--- src/rtl/dis_pkg.sv ---
// Shared definitions for the 8-digit 74HC595 display scanner.
// Frame geometry, transfer FSM states and the active-low hex-to-segment decode.
package dis_pkg;

  localparam int FRAME_W    = 16;
  localparam int NUM_DIGITS = 8;

  typedef enum logic [1:0] {
    IDLE     = 2'd0,
    SHIFT_LO = 2'd1,
    SHIFT_HI = 2'd2,
    LATCH    = 2'd3
  } state_t;

  // Common-anode segments {dp,g,f,e,d,c,b,a}, low = lit; dp stays dark.
  function automatic logic [7:0] seg_decode(input logic [3:0] nib);
    logic [7:0] seg;
    seg = 8'hFF;
    case (nib)
      4'h0: seg = 8'hC0;
      4'h1: seg = 8'hF9;
      4'h2: seg = 8'hA4;
      4'h3: seg = 8'hB0;
      4'h4: seg = 8'h99;
      4'h5: seg = 8'h92;
      4'h6: seg = 8'h82;
      4'h7: seg = 8'hF8;
      4'h8: seg = 8'h80;
      4'h9: seg = 8'h90;
      4'hA: seg = 8'h88;
      4'hB: seg = 8'h83;
      4'hC: seg = 8'hC6;
      4'hD: seg = 8'hA1;
      4'hE: seg = 8'h86;
      4'hF: seg = 8'h8E;
      default: seg = 8'hFF;
    endcase
    return seg;
  endfunction

endpackage

--- src/rtl/hc595_driver.sv ---
// Serialises one 16-bit word MSB first into a 74HC595 chain, then pulses ST_CP.
// ST_CP rises 32*SCK_DIV cycles after start; start is ignored while busy.
module hc595_driver
  import dis_pkg::*;
#(
  parameter int SCK_DIV = 2
) (
  input  logic               clk,
  input  logic               rst_n,
  input  logic               start,
  input  logic [FRAME_W-1:0] data,
  output logic               busy,
  output logic               DS,
  output logic               SH_CP,
  output logic               ST_CP
);

  localparam int               DIV_W    = (SCK_DIV > 1) ? $clog2(SCK_DIV) : 1;
  localparam logic [DIV_W-1:0] DIV_MAX  = DIV_W'(SCK_DIV - 1);
  localparam logic [3:0]       LAST_BIT = 4'(FRAME_W - 1);

  state_t             r_state, w_state_nxt;
  logic [DIV_W-1:0]   r_div, w_div_nxt;
  logic [3:0]         r_bit, w_bit_nxt;
  logic [FRAME_W-1:0] r_shreg, w_shreg_nxt;
  logic               r_ds, r_sh_cp, r_st_cp;
  logic               w_div_done;

  assign w_div_done = (r_div == DIV_MAX);

  always_comb begin
    w_state_nxt = r_state;
    w_div_nxt   = r_div;
    w_bit_nxt   = r_bit;
    w_shreg_nxt = r_shreg;
    case (r_state)
      IDLE: begin
        if (start) begin
          w_state_nxt = SHIFT_LO;
          w_shreg_nxt = data;
          w_bit_nxt   = '0;
          w_div_nxt   = '0;
        end
      end
      SHIFT_LO: begin
        if (w_div_done) begin
          w_state_nxt = SHIFT_HI;
          w_div_nxt   = '0;
        end else begin
          w_div_nxt = r_div + 1'b1;
        end
      end
      SHIFT_HI: begin
        if (w_div_done) begin
          w_div_nxt   = '0;
          w_shreg_nxt = {r_shreg[FRAME_W-2:0], 1'b0};
          if (r_bit == LAST_BIT) begin
            w_state_nxt = LATCH;
          end else begin
            w_state_nxt = SHIFT_LO;
            w_bit_nxt   = r_bit + 4'd1;
          end
        end else begin
          w_div_nxt = r_div + 1'b1;
        end
      end
      LATCH: begin
        if (w_div_done) begin
          w_state_nxt = IDLE;
          w_div_nxt   = '0;
        end else begin
          w_div_nxt = r_div + 1'b1;
        end
      end
      default: w_state_nxt = IDLE;
    endcase
  end

  // Pins are registered from the next state so they switch on the same edge as the FSM.
  always_ff @(posedge clk or negedge rst_n) begin
    if (!rst_n) begin
      r_state <= IDLE;
      r_div   <= '0;
      r_bit   <= '0;
      r_shreg <= '0;
      r_ds    <= 1'b0;
      r_sh_cp <= 1'b0;
      r_st_cp <= 1'b0;
    end else begin
      r_state <= w_state_nxt;
      r_div   <= w_div_nxt;
      r_bit   <= w_bit_nxt;
      r_shreg <= w_shreg_nxt;
      r_ds    <= ((w_state_nxt == SHIFT_LO) || (w_state_nxt == SHIFT_HI)) ?
                 w_shreg_nxt[FRAME_W-1] : 1'b0;
      r_sh_cp <= (w_state_nxt == SHIFT_HI);
      r_st_cp <= (w_state_nxt == LATCH);
    end
  end

  assign busy  = (r_state != IDLE);
  assign DS    = r_ds;
  assign SH_CP = r_sh_cp;
  assign ST_CP = r_st_cp;

endmodule

--- src/rtl/dis_top.sv ---
// Multiplexed 8-digit display scanner: one {seg,sel} frame per SCAN_DIV-cycle slot.
// First frame (digit 0) starts on the first clock edge after reset release.
module dis_top
  import dis_pkg::*;
#(
  parameter int          SCAN_DIV   = 50000,
  parameter int          SCK_DIV    = 2,
  parameter logic [31:0] DISP_VALUE = 32'h1234_5678
) (
  input  logic clk,
  input  logic rst_n,
  output logic DS,
  output logic SH_CP,
  output logic ST_CP
);

  localparam int               CNT_W   = $clog2(SCAN_DIV);
  localparam logic [CNT_W-1:0] CNT_MAX = CNT_W'(SCAN_DIV - 1);
  localparam int               DIG_W   = $clog2(NUM_DIGITS);

  logic [CNT_W-1:0]   r_scan_cnt;
  logic [DIG_W-1:0]   r_digit;
  logic               w_busy;
  logic               w_start;
  logic [3:0]         w_nibble;
  logic [FRAME_W-1:0] w_frame;

  // The digit advances at the slot wrap, well after the frame for this slot has latched.
  always_ff @(posedge clk or negedge rst_n) begin
    if (!rst_n) begin
      r_scan_cnt <= '0;
      r_digit    <= '0;
    end else if (r_scan_cnt == CNT_MAX) begin
      r_scan_cnt <= '0;
      r_digit    <= r_digit + 1'b1;
    end else begin
      r_scan_cnt <= r_scan_cnt + 1'b1;
    end
  end

  assign w_start  = (r_scan_cnt == '0) && !w_busy;
  assign w_nibble = DISP_VALUE[{r_digit, 2'b00} +: 4];
  assign w_frame  = {seg_decode(w_nibble), 8'h01 << r_digit};

  hc595_driver #(
    .SCK_DIV(SCK_DIV)
  ) u_drv (
    .clk  (clk),
    .rst_n(rst_n),
    .start(w_start),
    .data (w_frame),
    .busy (w_busy),
    .DS   (DS),
    .SH_CP(SH_CP),
    .ST_CP(ST_CP)
  );

endmodule

--- config.mk ---
export PLATFORM = sky130hd
export DESIGN_NAME = dis_top
export DESIGN_NICKNAME = d
export VERILOG_FILES = /design/src/rtl/dis_pkg.sv /design/src/rtl/hc595_driver.sv /design/src/rtl/dis_top.sv
export SDC_FILE = /design/constraint.sdc
export NUM_CORES = 1
export LEC_CHECK = 0
export ABC_CLOCK_PERIOD_IN_PS = 1700
export BUFFER_PORTS_ARGS = -buffer_cell sky130_fd_sc_hd__buf_4
export CAP_MARGIN = 20
export CORE_MARGIN = 8
export CORE_UTILIZATION = 55
export DETAILED_ROUTE_END_ITERATION = 8
export PLACE_DENSITY_LB_ADDON = 0.12
export SYNTH_ARGS = -nofsm -noshare
export SYNTH_HDL_FRONTEND = slang
export SYNTH_SLANG_ARGS = --single-unit
--- constraint.sdc ---
create_clock -name clk -period 1.7 [get_ports clk]
set_input_delay 0.17 -clock clk [delete_from_list [all_inputs] [get_ports clk]]
set_output_delay 0.17 -clock clk [all_outputs]
set_load 0.005 [all_outputs]
==> results.md, run 1 <==
- The flow ran to the end, but the final reports show violations.
- The checks that failed: negative setup slack.
- Setup repair after global routing could not meet its margin everywhere.
- The most area-hungry cell type in the Yosys netlist is sky130_fd_sc_hd__dfrtp_1.
- In the synthesized netlist the async set-or-reset flop fraction comes to 100%.
- The via count of the first global-routing pass is 1,959.
- The total nets after synthesis is 249.
- The shortest clock period the worst path allows after layout is 1.78 ns.
- The relative area change from synthesis to final layout is 18.9%.
- The global-route total usage across every layer is 15.6%.
- The leakage power figure is 1.37 nW.
- Pin placement for this block handled 5 I/O pins.
- The placeable core region is 0.00435 mm².
- The cell sitting at the root of the clock tree is a sky130_fd_sc_hd__clkbuf_8.
- The width of the die is 83.0 µm.
- The half-perimeter wire length after placement is 3640 µm.
- The startpoint of the worst register-to-register path is r_scan_cnt[0].
- The transition time of the tightest slew-check pin is 0.579 ns.
- The clock net in this run drives a total of 45 sinks.
- In this run the power density over the cells is 613 mW/mm².
- The maximum fanout encountered on the critical timing path is 3.
- The die covers 0.00689 mm².
- The number of warning messages in the yosys log is 0.
- The source-to-sink clock delay at the later pin of the worst-skew pair is 0.30 ns.
- Row generation in the floorplan step produced 24 rows.
- The sum of met3 wire segment lengths after detailed routing is 186 µm.
- Sorting the synthesized cells by area gives the leading types as sky130_fd_sc_hd__dfrtp_1 46%, sky130_fd_sc_hd__ha_1 7.1%, sky130_fd_sc_hd__and2_1 4.1%, sky130_fd_sc_hd__xnor2_1 3.9%, sky130_fd_sc_hd__a221o_1 3.2%.
- Counting the buffers created by CTS gives 5.
- The total grt overflow is 0.
- The mapped cell area is 0.00247 mm².
- The netlist uses 44 different library cells.
- The detailed router finished its first iteration with 127 violations.
- The detailed router placed 1,931 vias in this run.
- The via density per instance is 5.98.
- The ratio of cells with drive above 1 in the final layout is 25.8%.
- For this block, the routed nets add up to 5250 µm of wire.
- After detailed routing, the number of remaining DRC violations is 0.
- For this run, the share of the core covered by cells in the final layout is 67.4%.
- For the worst setup path, the data arrival time is 1.99 ns.
- The number of storage elements in the synthesis netlist is 45.
- The highest routing layer actually used is met4.
- The worst setup path is of the reg2reg kind.
- Setup violations remaining at the end of the flow were counted as 6.
- The routed metal-1 wire length is 2270 µm.
- The height of the chip is 83.0 µm.
- The final number of max-transition violations is 0.
- The worst setup path is launched from a register.
- In this run the tool buffered the top-level ports with 4 buffer cells.
- The upper clock frequency limit is 0.561 GHz.
- Counting cells, the worst reg-to-reg path comes to 8.
- The detailed route wirelength on metal2 is 2710 µm.
- In the final routed layout, each cell accounts on average for 16.3 µm.
- The clock slew seen by the registers of the worst setup and hold paths is 0.09 ns.
- For this run, the leading register cell type out of synthesis is sky130_fd_sc_hd__dfrtp_1.
- The tightest min-delay check is of the in2async type.
- The share of the synthesized area in the top cell type is 45.6%.
- The largest clock skew in the final design is 0.00765 ns.
- The global placer's final weighted congestion is 0.855.
- The number of standard cells after synthesis is 233.
- The per-instance average area after synthesis is 10.6 µm².
- The number of endpoints with negative hold slack in the final report came to 0.
- The pin count of the biggest net entering global routing is 46.
- The worst path uses 105% of the clock period.
- After synthesis, flip-flops and latches occupy 45.6% of the total area.
- Headroom to the max-slew limit came out at 61.2%.
- The maximum clock insertion buffer count is 2.
- The endpoint identified for the worst register-to-register timing path is u_drv.DS.
- By instance count, the leading cell after synthesis is sky130_fd_sc_hd__dfrtp_1.
- The number of antenna violations at the first check in global routing came to 0.
- The commonest cells after synthesis are 45 x sky130_fd_sc_hd__dfrtp_1, 17 x sky130_fd_sc_hd__nor2_1, 16 x sky130_fd_sc_hd__and2_1.
- The number of nets in the layout is 286.
- The max-capacitance violation count is 0.
- Once the floorplan was initialized, standard cells occupied 56.7% of the core.
- The endpoint type of the worst setup path is a register.
- The data required time of the critical path is 1.91 ns.
- The worst-case IR drop observed on VDD is 356 µV.
- For flop-to-flop paths, the worst setup slack is -0.08 ns.
- In the post-route analysis, the smallest setup slack over all paths is -0.0826 ns.
- The worst slack at placement is -0.0837 ns.
- 0 antenna diodes ended up in the layout.
- The maximum level of the CTS H-tree is 2.
- TritonCTS built the clock tree.
- The antenna violation net count after detailed routing is 0.
- The first global-routing pass estimated 9060 µm of wire.
- The first detailed-routing pass ran for 4 iterations.
- The number of synthesized flops with an enable pin is 0.
## worst max-delay path, cell delays in order, from the launching register on
cell and delay (ns):
sky130_fd_sc_hd__dfrtp_1 0.39, sky130_fd_sc_hd__inv_1 0.06, sky130_fd_sc_hd__ha_1 0.15, sky130_fd_sc_hd__nor4b_4 0.22, sky130_fd_sc_hd__nand4_1 0.20, sky130_fd_sc_hd__nor3_4 0.19, sky130_fd_sc_hd__a211o_1 0.14, sky130_fd_sc_hd__ha_1 0.22
sky130_fd_sc_hd__and2_1 0.13
## layout make-up
type                            instances  area, µm²
Clock buffer                            5       68.8
Clock inverter                          3       25.0
Fill cell                             332       1420
Inverter                                9       33.8
Multi-Input combinational cell        167       1280
Sequential cell                        45       1130
Tap cell                               52       65.1
Timing Repair Buffer                   42        334
## registers in the layout, summed over array words and instances, names as in the netlist
register,cells
r_digit,3
r_scan_cnt,16
u_drv.DS,1
u_drv.SH_CP,1
u_drv.ST_CP,1
u_drv.r_bit,4
u_drv.r_div,1
u_drv.r_shreg,16
u_drv.r_state,2
## what timing repair did
action	CTS	global route
gates cloned	1	0
setup buffers	2	1
endpoints found under the hold margin	45	0
resized for setup	4	9
endpoints found under the setup margin	18	24
hold buffers	1	0
pin swaps	8	8
## cells by family (layout without fill, tap and decap cells)
group | after synthesis | after routing | synth area share, %
adders and majority gates | 14 | 14 | 7.10
xor gates and xnor gates | 17 | 17 | 6.03
buffers and inverters | 22 | 59 | 5.27
DFF | 45 | 45 | 45.6
AOI/OAI and AO/OA | 41 | 42 | 13.0
and+or+nand+nor | 90 | 90 | 21.3
muxes | 4 | 4 | 1.67
## stage by stage
step	instance area, µm²	hold WS (ns)	power [mW]	TNS, ns	cells
6_report	2940	0.395	1.80	-0.153	323
3_3_place_gp	2740	0.193	1.11	-0.133	310
5_1_grt	2940	0.462	1.87	-2.42	323
4_1_cts	2890	0.411	1.83	-0.282	322
3_5_place_dp	2740	0.207	1.11	-0.590	310
2_1_floorplan	2480	-0.126	1.09	-0.246	233
## per-layer routing
metal	track usage, %	vias to the layer above
met2	26.9	34
met3	3.22	8
met4	6.39	0
met1	18.2	977
met5	0	-
li1	-	912
## power breakdown
part           switching (mW)  total (mW)  internal [mW]
clock network           0.406       0.706          0.300
registers                   0        1.07           1.07
logic                  0.0202      0.0232        0.00303
## worst max-delay path by stage
stage | end | cells past startpoint | startpoint
final | u_drv.DS | 8 | r_scan_cnt[0]
after floorplan | u_drv.DS | 8 | r_scan_cnt[10]
after global routing | u_drv.DS | 8 | r_scan_cnt[0]
after detailed placement | u_drv.r_shreg[12] | 7 | r_digit[0]
after CTS | u_drv.DS | 8 | r_scan_cnt[0]
after global placement | r_digit[1] | 6 | r_scan_cnt[4]
## placed cells by master, fill, tap and decap left out, types with 3 or more instances in the layout
cell type / n
sky130_fd_sc_hd__a21oi_1: 7
sky130_fd_sc_hd__a221o_1: 8
sky130_fd_sc_hd__a221o_2: 6
sky130_fd_sc_hd__a31oi_1: 3
sky130_fd_sc_hd__and2_1: 16
sky130_fd_sc_hd__buf_4: 39
sky130_fd_sc_hd__clkbuf_8: 5
sky130_fd_sc_hd__dfrtp_1: 45
sky130_fd_sc_hd__ha_1: 12
sky130_fd_sc_hd__inv_1: 9
sky130_fd_sc_hd__mux2i_1: 3
sky130_fd_sc_hd__nand2_1: 9
sky130_fd_sc_hd__nand3_1: 11
sky130_fd_sc_hd__nand4_1: 8
sky130_fd_sc_hd__nor2_1: 17
sky130_fd_sc_hd__nor2b_1: 3
sky130_fd_sc_hd__nor3_1: 10
sky130_fd_sc_hd__nor4_2: 3
sky130_fd_sc_hd__o21ai_0: 6
sky130_fd_sc_hd__xnor2_1: 11
sky130_fd_sc_hd__xor2_1: 6
(Power assumes the default switching activity.)
==> inputs of run 2 (changes only) <==
--- a/config.mk
+++ b/config.mk
@@ -11,6 +11,7 @@
 export CORE_MARGIN = 8
 export CORE_UTILIZATION = 55
 export DETAILED_ROUTE_END_ITERATION = 8
+export GPL_TIMING_DRIVEN = 0
 export PLACE_DENSITY_LB_ADDON = 0.12
 export SYNTH_ARGS = -nofsm -noshare
 export SYNTH_HDL_FRONTEND = slang
==> results.md, run 2 (same netlist as run 1, synthesis figures left out) <==
- The run finished, with violations left.
- The final reports fail on negative setup slack.
- The maximum cell stage delay along the critical path was 0.38 ns (about the same).
- The met3 layer usage reported by global route is 3.32% (+0.098 points).
- The count of input and output buffers is 4 (unchanged).
- The final non-filler cell area is 0.00308 mm² (+4.8%).
- The met1 global-route usage was 20.2% (+2.0 points).
- Walking the worst path, the cells encountered are buf_6 -> nor4b_4 -> nand4_1 -> nor3_2 -> buf_6 -> a211o_1 -> ha_1 -> and2_4.
- The most common library cell in the layout ignoring fill and taps is sky130_fd_sc_hd__dfrtp_1.
- The number of antenna violations at the first check in global routing came to 0 (unchanged).
- The leakage power figure is 1.42 nW (+3.9%).
- The average routed wire per standard cell came to 17.1 µm (+4.9%).
- The worst slew margin relative to its limit is 61.9% (+0.66 points).
- The source-to-sink clock delay at the later pin of the worst-skew pair is 0.30 ns (about the same).
- The upper clock frequency limit is 0.510 GHz (-9.1%).
- The number of nets in the layout is 286 (unchanged).
- The total vias in the final route is 1,876 (-2.8%).
- The largest clock skew in the final design is 0.0101 ns (+0.00243 ns).
- The total grt overflow is 0 (unchanged).
- The slowest stage of the critical path belongs to the cell sky130_fd_sc_hd__dfrtp_1.
- The number of CTS-inserted buffers is 5 (unchanged).
- In this run the most used layer during global routing was met2.
- The height of the chip is 83.0 µm (unchanged).
- The initial cell density of the core is 56.7% (unchanged).
- The path class of the tightest hold or removal check is in2async.
- The final number of max-transition violations is 0 (unchanged).
- Setup repair after global routing could not meet its margin everywhere.
- The TritonCTS sink count is 45 (unchanged).
- The area of the die is 0.00689 mm² (unchanged).
- The routed wire length is 5510 µm (+4.9%).
- The top-level I/O count is 5 (unchanged).
- The global placer's final weighted congestion is 0.813 (-4.9%).
- From synthesis to final layout, the design area changed by 24.6%.
- The filler-free cell count of the finished design was 323 (unchanged).
- The pin count of the biggest net entering global routing is 46 (unchanged).
- The iteration-0 DRC count of the detailed router is 96 (-24%).
- The cell repeated most along the worst path is sky130_fd_sc_hd__buf_6.
- The data required time of the critical path came to 1.90 ns (about the same).
- The part of the cycle the worst path needs is 115% (+11 points).
- The met2 capacity usage during global routing is 24.2% (-2.8 points).
- The worst-case vdd ir drop is 469 µV (+32%).
- The placed instance area came to 0.00258 mm² (-5.7%).
- The number of endpoints with negative hold slack in the final report was 0 (unchanged).
- The shortest clock period the worst path allows after layout came to 1.96 ns (+0.179 ns).
- The maximum fanout encountered on the critical timing path is 2 (-1).
- The wire length of the first global-routing pass is 9040 µm (-0.22%).
- The antenna violation net count after detailed routing is 0 (unchanged).
- The total power per unit cell area is 670 mW/mm² (+9.4%).
- The half-perimeter wire length after placement is 3260 µm (-10%).
- The max-capacitance violation count was 0 (unchanged).
- In this run the clock root is driven by a sky130_fd_sc_hd__clkbuf_8.
- The maximum clock insertion buffer count is 2 (unchanged).
- The global-route total usage across every layer is 15.3% (-0.23 points).
- The clock slew seen by the registers of the worst setup and hold paths is 0.09 ns (about the same).
- The type of the worst setup path is reg2reg.
- The count of endpoints failing setup in the final report came to 28 (+22).
- The final total negative setup slack is -3.28 ns (-3.13 ns).
- The via density per instance is 5.81 (-2.8%).
- The library cells used most frequently in the layout, excluding fill and tap cells, are 41 x sky130_fd_sc_hd__dfrtp_1, 21 x sky130_fd_sc_hd__buf_4, 17 x sky130_fd_sc_hd__nor2_1.
- The width of the die is 83.0 µm (unchanged).
- The ratio of cells with drive above 1 in the final layout is 30.3% (+4.4 points).
- The cell row count came to 24 (unchanged).
- The placeable core region came to 0.00435 mm² (unchanged).
- The largest registers in the layout are r_scan_cnt: 16 flops, u_drv.r_shreg: 16 flops, u_drv.r_bit: 4 flops.
- The total instance count after detailed placement is 289 (-6.8%).
- The critical path startpoint category is a register.
- The minimum setup slack in the final design is -0.262 ns (-0.179 ns).
- The CTS tree is done.
- STA classifies the critical path endpoint as a register.
- The antenna cell count was 0 (unchanged).
- The data arrival time of the critical path is 2.16 ns (+0.17 ns).
- The maximum level of the CTS H-tree is 2 (unchanged).
- The via count of the first global-routing pass is 1,884 (-3.8%).
- The number of optimization iterations in the first detailed-route pass came to 4 (unchanged).
- The number of design rule violations left after detail routing is 0 (unchanged).
- The transition time of the tightest slew-check pin is 0.572 ns (-0.00782 ns).
==> run 2: critical path, delay by kind of cell (launching register included) <==
family / cells / cell delay, ns
AND/OR/NAND/NOR: 4 / 0.86
flip-flops: 1 / 0.38
buffers and inverters: 2 / 0.26
adder cells (fa/ha/maj): 1 / 0.23
AO/OA/AOI/OAI: 1 / 0.11
==> run 2: area by class of cell <==
| cell class | instances | area, µm² |
|---|---|---|
| timing repair buffer | 31 | 282 |
| tap | 52 | 65.1 |
| buffer | 12 | 105 |
| clock buffer | 5 | 68.8 |
| clock inverter | 3 | 68.8 |
| inverter | 9 | 36.3 |
| fill | 322 | 1280 |
| multi-input combinational | 166 | 1320 |
| sequential | 45 | 1130 |
==> run 2: path summary, 6_finish.rpt <==
kind / startpoint / to / slack, ns / depth (start not counted)
setup reg to reg: r_scan_cnt[6] / u_drv.DS / -0.26 / 8
hold reg to reg: u_drv.r_shreg[7] / u_drv.r_shreg[7] / 0.51 / 1
min in group clk: u_drv.r_shreg[7] / u_drv.r_shreg[7] / 0.51 / 1
max in group asynchronous: rst_n / r_scan_cnt[9] / 0.88 / 2
setup / recovery: r_scan_cnt[6] / u_drv.DS / -0.26 / 8
hold / removal: rst_n / u_drv.r_bit[1] / 0.40 / 2
==> run 2: routing by layer <==
metal	wire length [µm]	part of all wire (%)
met1	2620	48
met2	2600	47
met3	205	3.7
met4	80	1.5
met5	0	0
==> run 2: power by group <==
group	total [mW]	switching (mW)	leakage, nW	internal [mW]
logic	0.0233	0.0203	0.764	0.00303
registers	1.07	0	0.588	1.07
clock network	0.969	0.378	0.0687	0.592
total	2.06	0.398	1.42	1.66
==> run 2: repair_timing <==
item                       in CTS  in global routing
resized for setup              16                 26
cloned                          1                  0
setup endpoints to repair      28                 28
hold endpoints to repair       45                  0
buffers inserted               14                 11
pin swaps                      18                  7
hold buffers                    1                  0
==> run 2: stage by stage <==
step	total power, mW	utilization [%]	setup WS (ns)	hold slack [ns]
2_1_floorplan	1.09	-	-0.109	-0.126
3_3_place_gp	1.11	59.3	-0.307	0.204
3_5_place_dp	1.11	59.3	-0.346	0.204
4_1_cts	2.08	66.6	-0.269	0.420
5_1_grt	2.12	70.6	-0.380	0.456
6_report	2.06	70.6	-0.262	0.402
==> inputs of run 3 (changes only) <==
--- a/config.mk
+++ b/config.mk
@@ -9,7 +9,7 @@
 export BUFFER_PORTS_ARGS = -buffer_cell sky130_fd_sc_hd__buf_4
 export CAP_MARGIN = 20
 export CORE_MARGIN = 8
-export CORE_UTILIZATION = 55
+export CORE_UTILIZATION = 50
 export DETAILED_ROUTE_END_ITERATION = 8
 export GPL_TIMING_DRIVEN = 0
 export PLACE_DENSITY_LB_ADDON = 0.12
==> results.md, run 3 (same netlist as run 1, synthesis figures left out) <==
- The run finished, with violations left.
- The checks that failed: negative setup slack.
- The via count of the first global-routing pass is 1,748 (-7.2%).
- The average routed wire per standard cell is 15.5 µm (-8.9%).
- The net switching power of the design is 0.387 mW (-2.6%).
- The root buffer cell chosen for the clock tree is sky130_fd_sc_hd__clkbuf_8.
- The critical path startpoint is r_scan_cnt[9].
- The number of optimization iterations in the first detailed-route pass came to 5 (+1).
- The width of the die is 86.3 µm (+3.9%).
- The final number of max-transition violations is 0 (unchanged).
- The via density per instance is 5.52 (-4.9%).
- The global-route total usage across every layer is 14.5% (-0.79 points).
- The largest clock skew in the final design is 0.00913 ns (-0.000949 ns).
- The cell with the largest stage delay on the worst path is sky130_fd_sc_hd__dfrtp_1.
- The iteration-0 DRC count of the detailed router came to 77 (-20%).
- The part of the total power dissipated in sequential elements is 61.1% (+9.2 points).
- The worst-case vdd ir drop is 486 µV (+3.6%).
- The data arrival time of the critical path was 2.08 ns (-0.08 ns).
- The clock slew seen by the registers of the worst setup and hold paths came to 0.09 ns (about the same).
- The max-capacitance violation count is 0 (unchanged).
- The initial cell density of the core was 51.9% (-4.8 points).
- The source-to-sink clock delay at the later pin of the worst-skew pair is 0.30 ns (about the same).
- The upper clock frequency limit is 0.530 GHz (+3.9%).
- The total vias in the final route was 1,811 (-3.5%).
- The combinational fraction of design power was 1.3% (+0.2 points).
- The antenna violation net count after detailed routing was 0 (unchanged).
- The shortest clock period the worst path allows after layout is 1.89 ns (-0.0735 ns).
- The end-of-flow core utilization was 60.4% (-10 points).
- Setup repair after global routing could not meet its margin everywhere.
- The layout filler cell count is 415 (+29%).
- The cell row count was 25 (+4.2%).
- The data required time of the critical path came to 1.89 ns (about the same).
- The maximum level of the CTS H-tree is 2 (unchanged).
- The total grt overflow is 0 (unchanged).
- The transition time of the tightest slew-check pin was 0.571 ns (-0.000721 ns).
- The clock network fraction of total power came to 37.6% (-9.4 points).
- The type of the worst setup path is reg2reg.
- The relative area change from synthesis to final layout is 16.4%.
- The CTS tree is done.
- The total power per unit cell area is 609 mW/mm² (-9.1%).
- The number of antenna violations at the first check in global routing is 0 (unchanged).
- The height of the chip is 86.3 µm (+3.9%).
- The leakage power figure is 1.32 nW (-7.1%).
- The endpoint type of the worst setup path is a register.
- The maximum fanout encountered on the critical timing path is 5 (+3).
- The count of input and output buffers is 4 (unchanged).
- The global placer's final weighted congestion came to 0.797 (-2.0%).
- The worst slew margin relative to its limit came to 61.9% (about the same).
- The count of endpoints failing setup in the final report is 19 (-32%).
- The critical path startpoint category is a register.
- The half-perimeter wire length after placement was 3250 µm (-0.46%).
- The TritonCTS sink count came to 45 (unchanged).
- The antenna cell count was 0 (unchanged).
- Walking the worst path, the cells encountered are nor4_2 -> nand4_1 -> nor3_2 -> buf_6 -> a211o_1 -> ha_1 -> and2_1.
- The worst-case hold slack came to 0.408 ns (+0.00567 ns).
- The area of the die came to 0.00744 mm² (+8.0%).
- The number of CTS-inserted buffers is 5 (unchanged).
- The placeable core region came to 0.00475 mm² (+9.2%).
- The routed wire length is 5100 µm (-7.5%).
- The most common library cell in the layout ignoring fill and taps is sky130_fd_sc_hd__dfrtp_1.
- The tightest min-delay check is of the in2async type.
- The startpoint of the worst register-to-register path is r_scan_cnt[9].
- The part of the cycle the worst path needs came to 111% (-4.3 points).
- The internal cell power is 1.36 mW (-18%).
- The pin count of the biggest net entering global routing is 46 (unchanged).
- The number of nets in the layout was 276 (-3.5%).
- The number of endpoints with negative hold slack in the final report is 0 (unchanged).
- The maximum cell stage delay along the critical path is 0.47 ns (+0.09 ns).
- The switching fraction of total power is 22.1% (+2.8 points).
- The largest registers in the layout are r_scan_cnt: 16 flops, u_drv.r_shreg: 16 flops, u_drv.r_bit: 4 flops.
- The top-level I/O count was 5 (unchanged).
- The worst slack at placement was -0.343 ns (+0.00305 ns).
- The minimum setup slack in the final design is -0.188 ns (+0.0735 ns).
- In the layout the commonest cells are 42 x sky130_fd_sc_hd__dfrtp_1, 18 x sky130_fd_sc_hd__buf_4, 17 x sky130_fd_sc_hd__nor2_1.
- The ratio of cells with drive above 1 in the final layout is 23.0% (-7.3 points).
- The maximum clock insertion buffer count is 2 (unchanged).
- The wire length of the first global-routing pass was 8690 µm (-3.9%).
- The number of design rule violations left after detail routing is 0 (unchanged).
## run 3: path summary, 6_finish.rpt
kind / endpoint / slack, ns / cells past startpoint
min in group clk: u_drv.r_shreg[7] / 0.51 / 1
worst max-delay path: u_drv.DS / -0.19 / 7
worst min register to register: u_drv.r_shreg[7] / 0.51 / 1
worst min-delay path: u_drv.r_state[0] / 0.41 / 2
max in group asynchronous: r_digit[1] / 0.87 / 2
worst max register to register: u_drv.DS / -0.19 / 7
## run 3: per-stage QoR
step / instances / cell area (µm²) / TNS [ns] / power [mW]
after detailed placement: 304 / 2600 / -3.83 / 1.11
after floorplan: 233 / 2480 / -0.246 / 1.09
after global placement: 304 / 2600 / -3.47 / 1.11
after global routing: 328 / 2870 / -3.74 / 1.82
after CTS: 324 / 2820 / -1.11 / 1.77
final: 328 / 2870 / -1.51 / 1.75
## run 3: worst max-delay path, delay by kind of cell (launching register included)
kind                     cells  cell delay, ns
AO/OA/AOI/OAI                1            0.11
flip-flops                   1            0.47
buffers and inverters        1            0.13
AND/OR/NAND/NOR              4            0.86
adder cells (fa/ha/maj)      1            0.22
## run 3: what timing repair did
item / 4_1_cts / 5_1_grt
hold endpoints to repair: 45 / 0
gates resized for setup: 14 / 4
buffers inserted: 11 / 5
gates cloned: 1 / 0
setup endpoints to repair: 28 / 25
pin swaps: 10 / 8
hold buffers: 1 / 0
## run 3: area by class of cell
cell class | instances | area [µm²] | share of cell area [%]
clock buffers | 7 | 76.3 | 2.66
clock inverters | 1 | 7.51 | 0.261
repair buffers | 21 | 184 | 6.40
multi-input cells | 166 | 1250 | 43.7
flip-flops and latches | 45 | 1130 | 39.3
well taps | 67 | 83.8 | 2.92
inverters | 9 | 36.3 | 1.26
plain buffers | 12 | 101 | 3.53
## run 3: layer usage
metal	share of wire, %	global-route usage (%)	up-vias	wire length, µm
met5	0	0	-	0
met4	1.2	5.32	0	63
met3	2.6	2.36	6	134
met2	47	22.7	20	2400
met1	49	19.7	894	2500
li1	-	-	891	-
## run 3: power by group through the flow
| stage | registers, mW | logic [mW] | clock network [mW] |
|---|---|---|---|
| floorplan | 1.09 | 0.000000566 | 0 |
| global placement | 1.09 | 0.0230 | 0 |
| detailed placement | 1.09 | 0.0231 | 0 |
| CTS | 1.07 | 0.0249 | 0.672 |
| global route | 1.07 | 0.0290 | 0.723 |
| finish | 1.07 | 0.0234 | 0.659 |
